### config.mk
export PLATFORM = sky130hd
export DESIGN_NAME = serial_add_sched
export DESIGN_NICKNAME = d
export VERILOG_FILES = /design/src/rtl/serial_add_sched_pkg.sv /design/src/rtl/serial_add_sched_ripple_carry_adder.sv /design/src/rtl/serial_add_sched.sv
export SDC_FILE = /design/constraint.sdc
export NUM_CORES = 1
export LEC_CHECK = 0
export CAP_MARGIN = 20
export CORE_MARGIN = 1
export CORE_UTILIZATION = 41
export DETAILED_ROUTE_END_ITERATION = 10
export PLACE_DENSITY = 0.76
export SLEW_MARGIN = 20
export SYNTH_ARGS = -nofsm -noshare
export SYNTH_HDL_FRONTEND = slang
export SYNTH_SLANG_ARGS = --single-unit
### constraint.sdc
create_clock -name clk -period 2.9 [get_ports clk]
set_input_delay 0.435 -clock clk [delete_from_list [all_inputs] [get_ports clk]]
set_output_delay 0.435 -clock clk [all_outputs]
set_load 0.05 [all_outputs]
### src/rtl/serial_add_sched_pkg.sv
// Shared constants for the nibble-serial adder scheduler: slice width,
// requester ids and FSM state encoding.
package serial_add_sched_pkg;

  localparam int unsigned SLICE_W = 4;

  localparam logic ID_REQ0 = 1'b0;
  localparam logic ID_REQ1 = 1'b1;

  typedef enum logic [1:0] {
    IDLE = 2'd0,
    RUN  = 2'd1,
    RESP = 2'd2
  } state_t;

endpackage

### src/rtl/serial_add_sched_ripple_carry_adder.sv
// 4-bit ripple-carry adder slice: s = a + b + cin, cout = carry out of bit 3.
module ripple_carry_adder
  import serial_add_sched_pkg::*;
(
  input  logic [SLICE_W-1:0] a,
  input  logic [SLICE_W-1:0] b,
  input  logic               cin,
  output logic [SLICE_W-1:0] s,
  output logic               cout
);

  logic [SLICE_W:0] c;

  always_comb begin
    s    = '0;
    c    = '0;
    c[0] = cin;
    for (int unsigned i = 0; i < SLICE_W; i++) begin
      s[i]     = a[i] ^ b[i] ^ c[i];
      c[i + 1] = (a[i] & b[i]) | (c[i] & (a[i] ^ b[i]));
    end
    cout = c[SLICE_W];
  end

endmodule

### src/rtl/serial_add_sched.sv
// Two-requester round-robin scheduler running WIDTH-bit adds one nibble per
// cycle through a single shared 4-bit ripple-carry slice.
module serial_add_sched
  import serial_add_sched_pkg::*;
#(
  parameter  int unsigned NIB   = 4,
  localparam int unsigned WIDTH = SLICE_W * NIB
) (
  input  logic             clk,
  input  logic             rst_n,
  input  logic             req0_valid,
  output logic             req0_ready,
  input  logic [WIDTH-1:0] req0_a,
  input  logic [WIDTH-1:0] req0_b,
  input  logic             req0_cin,
  input  logic             req1_valid,
  output logic             req1_ready,
  input  logic [WIDTH-1:0] req1_a,
  input  logic [WIDTH-1:0] req1_b,
  input  logic             req1_cin,
  output logic             rsp_valid,
  input  logic             rsp_ready,
  output logic [WIDTH-1:0] rsp_sum,
  output logic             rsp_cout,
  output logic             rsp_id
);

  localparam int unsigned CW = (NIB > 1) ? $clog2(NIB) : 1;

  state_t           state, state_nx;
  logic [WIDTH-1:0] op_a, op_b;
  logic             carry;
  logic [CW-1:0]    cnt;
  logic             rr_last;
  logic             rr_seen;
  logic             gnt_any;
  logic             gnt_id;
  logic             accept;
  logic             last_nib;
  logic [SLICE_W-1:0] sl_a, sl_b, sl_s;
  logic             sl_cout;

  // rr_seen distinguishes "no grant since reset" so requester 0 wins first.
  always_comb begin
    gnt_any = req0_valid | req1_valid;
    gnt_id  = ID_REQ0;
    if (req0_valid && req1_valid)
      gnt_id = rr_seen ? ~rr_last : ID_REQ0;
    else if (req1_valid)
      gnt_id = ID_REQ1;
    req0_ready = (state == IDLE) && gnt_any && (gnt_id == ID_REQ0);
    req1_ready = (state == IDLE) && gnt_any && (gnt_id == ID_REQ1);
    accept     = req0_ready | req1_ready;
  end

  always_comb begin
    sl_a = '0;
    sl_b = '0;
    for (int unsigned k = 0; k < NIB; k++) begin
      if (cnt == CW'(k)) begin
        sl_a = op_a[k*SLICE_W +: SLICE_W];
        sl_b = op_b[k*SLICE_W +: SLICE_W];
      end
    end
    last_nib = (cnt == CW'(NIB - 1));
  end

  ripple_carry_adder u_slice (
    .a    (sl_a),
    .b    (sl_b),
    .cin  (carry),
    .s    (sl_s),
    .cout (sl_cout)
  );

  always_comb begin
    state_nx = state;
    case (state)
      IDLE:    if (accept)    state_nx = RUN;
      RUN:     if (last_nib)  state_nx = RESP;
      RESP:    if (rsp_ready) state_nx = IDLE;
      default:                state_nx = IDLE;
    endcase
  end

  always_ff @(posedge clk or negedge rst_n) begin
    if (!rst_n) state <= IDLE;
    else        state <= state_nx;
  end

  always_ff @(posedge clk or negedge rst_n) begin
    if (!rst_n) begin
      op_a      <= '0;
      op_b      <= '0;
      carry     <= 1'b0;
      cnt       <= '0;
      rr_last   <= ID_REQ0;
      rr_seen   <= 1'b0;
      rsp_valid <= 1'b0;
      rsp_sum   <= '0;
      rsp_cout  <= 1'b0;
      rsp_id    <= ID_REQ0;
    end else begin
      case (state)
        IDLE: begin
          if (accept) begin
            op_a    <= (gnt_id == ID_REQ1) ? req1_a   : req0_a;
            op_b    <= (gnt_id == ID_REQ1) ? req1_b   : req0_b;
            carry   <= (gnt_id == ID_REQ1) ? req1_cin : req0_cin;
            cnt     <= '0;
            rsp_id  <= gnt_id;
            rr_last <= gnt_id;
            rr_seen <= 1'b1;
          end
        end
        RUN: begin
          for (int unsigned k = 0; k < NIB; k++) begin
            if (cnt == CW'(k))
              rsp_sum[k*SLICE_W +: SLICE_W] <= sl_s;
          end
          carry <= sl_cout;
          cnt   <= cnt + CW'(1);
          if (last_nib) begin
            rsp_cout  <= sl_cout;
            rsp_valid <= 1'b1;
          end
        end
        RESP: begin
          if (rsp_ready) rsp_valid <= 1'b0;
        end
        default: ;
      endcase
    end
  end

endmodule

==> results.yml <==
status:
  outcome: "finished with violations"
  violations: "design-rule violations, negative setup slack"
clock_tree:
  clk_pin_slew_worst_paths_ns: 0.06
  cts.sink_count: 57
  clock_path_buffers: 2
  cts-root-buf: "sky130_fd_sc_hd__clkbuf_8"
  cts_setup_buffers: 0
  cts.htree.levels: 3
  numCtsBuffers: 9
  tritoncts: "built"
  worstSkewPairLatency_ns: 0.34
  cts_hold_repair.buffers: 0
logic_synthesis:
  synthDistinctLibCells: 25
  synth_warnings: 0
  mappedNetlistArea_um2: 2780
  synth-seq-cells: 57
  mappedNetlistNets: 332
  synth.avg_cell_area_um2: 11.0
  netlist_instances: 253
  share_of_the_yosys_chip_area_belonging_to_registers_pct: 51.4
sta:
  post_route_hold_slack_ns: 0.0968
  setup_viol_count_final: 4
  number_of_slew_limit_violations_in_the_final_report: 0
  timing_worst_slew_pin_value_ns: 0.505
  fin_worst_skew_ns: 0.0121
  slack_of_the_critical_path_ns: -0.0258
  timing.fmax_ghz: 0.342
  timing.final.hold_violations: 0
  layout_worst_path_cycle_share_pct: 101
  period_needed_ns: 2.93
  rsz_0062_raised_after_global_routing: "yes"
  slew_headroom_pct: 66.2
power:
  power.ir.vdd_worst_mv: 0.665
  combPwrFrac_pct: 58.2
  powerDensity_nw_per_um2: 1260
  share_clk_of_total_power_pct: 13.0
  power_frac_seq_pct: 28.8
  switching_share_pct: 42.7
  p_int_w: 0.00293
  total_leakage_power_nw: 1.94
  power.switching_w: 0.00219
placed_design:
  io_buffer_count: 91
  detailed_place_hpwl_um: 5160
  place_worst_setup_slack_ns: -0.168
  dp_cells: 418
  placed_cell_area_um2: 3830
  globalplace.congestion: 0.883
route:
  detail-route-antenna-nets: 0
  drt-wirelength-per-cell_um: 16.4
  detail_route.drc_violations: 4
  firstDrtPassIters: 7
  routed_via_density: 5.48
  totalWireLength_um: 7100
  dr_total_vias: 2371
  drt-initial-drc-count: 142
global_route:
  gr-total-overflow: 0
  antenna_found_initial: 0
  grt_use_total_pct: 21.4
  grt_met1_usage_pct: 28.3
  globalRoute.busiestLayer: "met2"
  use_met3_pct: 7.57
  pin_count_of_the_biggest_net_entering_global_routing: 34
  globalRouteMet2Util_pct: 33.2
  via_count_of_the_first_global_routing_pass: 2339
  grt_first_pass_wirelength_um: 11600
floorplanning:
  io-pin-count: 92
  die_w_um: 84.3
  core_region_area_um2: 6460
  die-area_um2: 7110
  initial_core_util_pct: 43.0
  die_height_um: 84.3
  std_cell_rows: 29
worst_setup_path:
  critPathSlowestCell: "sky130_fd_sc_hd__fa_2"
  arrival_time_of_data_at_the_critical_path_endpoint_ns: 3.15
  worstSetupPathDepth: 11
  worst-setup-path-type: "reg -> reg"
  reg2regPathDepth: 11
  timing.critical_path.from_type: "register"
  worst_ep_required_time_ns: 3.12
  max_stage_delay_ns: 0.45
  end_kind: "register"
  crit_path_frequent_cell: "sky130_fd_sc_hd__fa_2"
  crit_fanout: 8
  timing.critical_path.max_delay_family: "adder cells"
  cp.buffers_inverters: 2
  cp_cell_sequence: "inv_2 -> ha_4 -> a21oi_2 -> o21ai_2 -> a22oi_2 -> fa_2 -> inv_2 -> fa_2 -> fa_2 -> fa_2 -> mux2_4"
finish:
  area.growth.synth_to_final_pct: 45.9
  final-instance-count-excl-fill: 433
  postLayoutCellArea_um2: 4050
  drive_gt1_share_pct: 18.3
  n_fill_cell: 526
  utilization_of_the_core_after_routing_pct: 62.7
  antennaDiodeCount: 0
  fin_nets: 431
hold_path:
  worst_hold_path_type: "in -> async"
run:
  drv.max_cap_violation_count: 0
[worst register-to-register path, cell delays in order, from the launching register on]
cell	delay [ns]
sky130_fd_sc_hd__dfrtp_1	0.43
sky130_fd_sc_hd__inv_2	0.08
sky130_fd_sc_hd__ha_4	0.20
sky130_fd_sc_hd__a21oi_2	0.14
sky130_fd_sc_hd__o21ai_2	0.09
sky130_fd_sc_hd__a22oi_2	0.16
sky130_fd_sc_hd__fa_2	0.23
sky130_fd_sc_hd__inv_2	0.04
sky130_fd_sc_hd__fa_2	0.36
sky130_fd_sc_hd__fa_2	0.35
sky130_fd_sc_hd__fa_2	0.45
sky130_fd_sc_hd__mux2_4	0.28
[cells by family (layout without fill, tap and decap cells)]
| kind of cell | after synthesis | in the layout | share of synthesized area (%) |
|---|---|---|---|
| muxes | 13 | 13 | 5.27 |
| DFF | 57 | 57 | 51.4 |
| AOI/OAI and AO/OA | 111 | 111 | 27.7 |
| adders and majority gates | 8 | 8 | 4.68 |
| and+or+nand+nor | 37 | 37 | 5.90 |
| buffers and inverters | 27 | 130 | 5.04 |
[cell usage in the layout, fill, tap and decap left out, types with 2 or more instances in the layout]
cell                              instances
sky130_fd_sc_hd__nand3_1                  4
sky130_fd_sc_hd__inv_2                    3
sky130_fd_sc_hd__clkdlybuf4s50_1         88
sky130_fd_sc_hd__clkinv_2                 3
sky130_fd_sc_hd__o21ai_0                 24
sky130_fd_sc_hd__dfrtp_1                 57
sky130_fd_sc_hd__fa_2                     4
sky130_fd_sc_hd__a21o_1                  33
sky130_fd_sc_hd__mux2_2                  12
sky130_fd_sc_hd__a21oi_1                 11
sky130_fd_sc_hd__o21ai_2                  2
sky130_fd_sc_hd__a22o_1                  32
sky130_fd_sc_hd__clkbuf_8                12
sky130_fd_sc_hd__a21oi_2                  2
sky130_fd_sc_hd__buf_4                   16
sky130_fd_sc_hd__nand2_1                 27
sky130_fd_sc_hd__inv_1                    6
sky130_fd_sc_hd__ha_4                     3
sky130_fd_sc_hd__a22oi_2                  2
[synth_stat cells]
| cell | count | share of area [%] |
|---|---|---|
| sky130_fd_sc_hd__o22ai_1 | 1 | 0.23 |
| sky130_fd_sc_hd__a22oi_1 | 3 | 0.81 |
| sky130_fd_sc_hd__a22o_1 | 32 | 10 |
| sky130_fd_sc_hd__dfrtp_1 | 57 | 51 |
| sky130_fd_sc_hd__buf_6 | 4 | 1.6 |
| sky130_fd_sc_hd__a21o_1 | 33 | 8.9 |
| sky130_fd_sc_hd__o21ai_1 | 1 | 0.18 |
| sky130_fd_sc_hd__and3_4 | 1 | 0.41 |
| sky130_fd_sc_hd__clkbuf_1 | 7 | 0.95 |
| sky130_fd_sc_hd__a21oi_1 | 13 | 2.3 |
| sky130_fd_sc_hd__fa_1 | 4 | 2.9 |
| sky130_fd_sc_hd__nor2_2 | 1 | 0.23 |
| sky130_fd_sc_hd__a31oi_1 | 1 | 0.23 |
| sky130_fd_sc_hd__and2b_1 | 1 | 0.27 |
| sky130_fd_sc_hd__nand2_1 | 27 | 3.6 |
| sky130_fd_sc_hd__nand3b_1 | 1 | 0.27 |
| sky130_fd_sc_hd__nand3_1 | 4 | 0.72 |
| sky130_fd_sc_hd__nor2_1 | 1 | 0.14 |
| sky130_fd_sc_hd__ha_1 | 4 | 1.8 |
| sky130_fd_sc_hd__inv_1 | 9 | 1.2 |
| sky130_fd_sc_hd__o21ai_0 | 26 | 4.7 |
| sky130_fd_sc_hd__mux2_2 | 13 | 5.3 |
| sky130_fd_sc_hd__and3_1 | 1 | 0.23 |
| sky130_fd_sc_hd__o31ai_1 | 1 | 0.27 |
| sky130_fd_sc_hd__buf_2 | 7 | 1.3 |
[area by class of cell]
type	instances	area (um^2)	share of cell area, %
Tap cell	77	96.3	2.38
Clock inverter	3	15.0	0.370
Clock buffer	12	165	4.08
Inverter	9	33.8	0.834
Multi-Input combinational cell	169	1290	31.8
Timing Repair Buffer	106	1030	25.3
Sequential cell	57	1430	35.2
[worst paths after layout]
check | startpoint | endpoint | slack [ns]
max reg2reg | cnt[0]$_DFFE_PN0P_ | rsp_sum[15]$_DFFE_PN0P_ | -0.03
min in group clk | rsp_sum[0]$_DFFE_PN0P_ | rsp_sum[0]$_DFFE_PN0P_ | 0.49
max in group asynchronous | rst_n | rsp_sum[4]$_DFFE_PN0P_ | 2.49
min reg2reg | rsp_sum[0]$_DFFE_PN0P_ | rsp_sum[0]$_DFFE_PN0P_ | 0.49
min | rst_n | op_a[6]$_DFFE_PN0P_ | 0.1
max | cnt[0]$_DFFE_PN0P_ | rsp_sum[15]$_DFFE_PN0P_ | -0.03
[registers in the layout, summed over array words and instances (netlist names), 2 cells and up]
name,flops
op_a,16
op_b,16
rsp_sum,16
cnt,2
state,2
[metrics by stage]
stage / power (W) / TNS, ns
2_1_floorplan: 0.00348 / -0.665
3_3_place_gp: 0.00434 / -0.263
3_5_place_dp: 0.00442 / -0.707
4_1_cts: 0.00516 / 0
5_1_grt: 0.00549 / -0.474
6_report: 0.00512 / -0.0799
[power groups by stage]
stage / sequential [W] / combinational, W / clock, W
after floorplan: 0.00182 / 0.00166 / 0
after global placement: 0.00147 / 0.00287 / 0
after detailed placement: 0.00147 / 0.00294 / 0
after CTS: 0.00147 / 0.00300 / 0.000685
after global routing: 0.00152 / 0.00325 / 0.000726
final: 0.00147 / 0.00298 / 0.000667
[metal layers]
metal / routed length (um) / share of wire (%)
met1: 3190 / 45
met4: 126 / 1.8
met5: 0 / 0
met2: 3400 / 48
met3: 382 / 5.4
[repair_timing]
| action | in CTS | in global routing |
|---|---|---|
| endpoints found under the setup margin | 5 | 4 |
| pin swaps | 4 | 1 |
| gates cloned | 0 | 0 |
| resized for setup | 8 | 2 |
No activity file was read; power rests on OpenSTA's default activity.
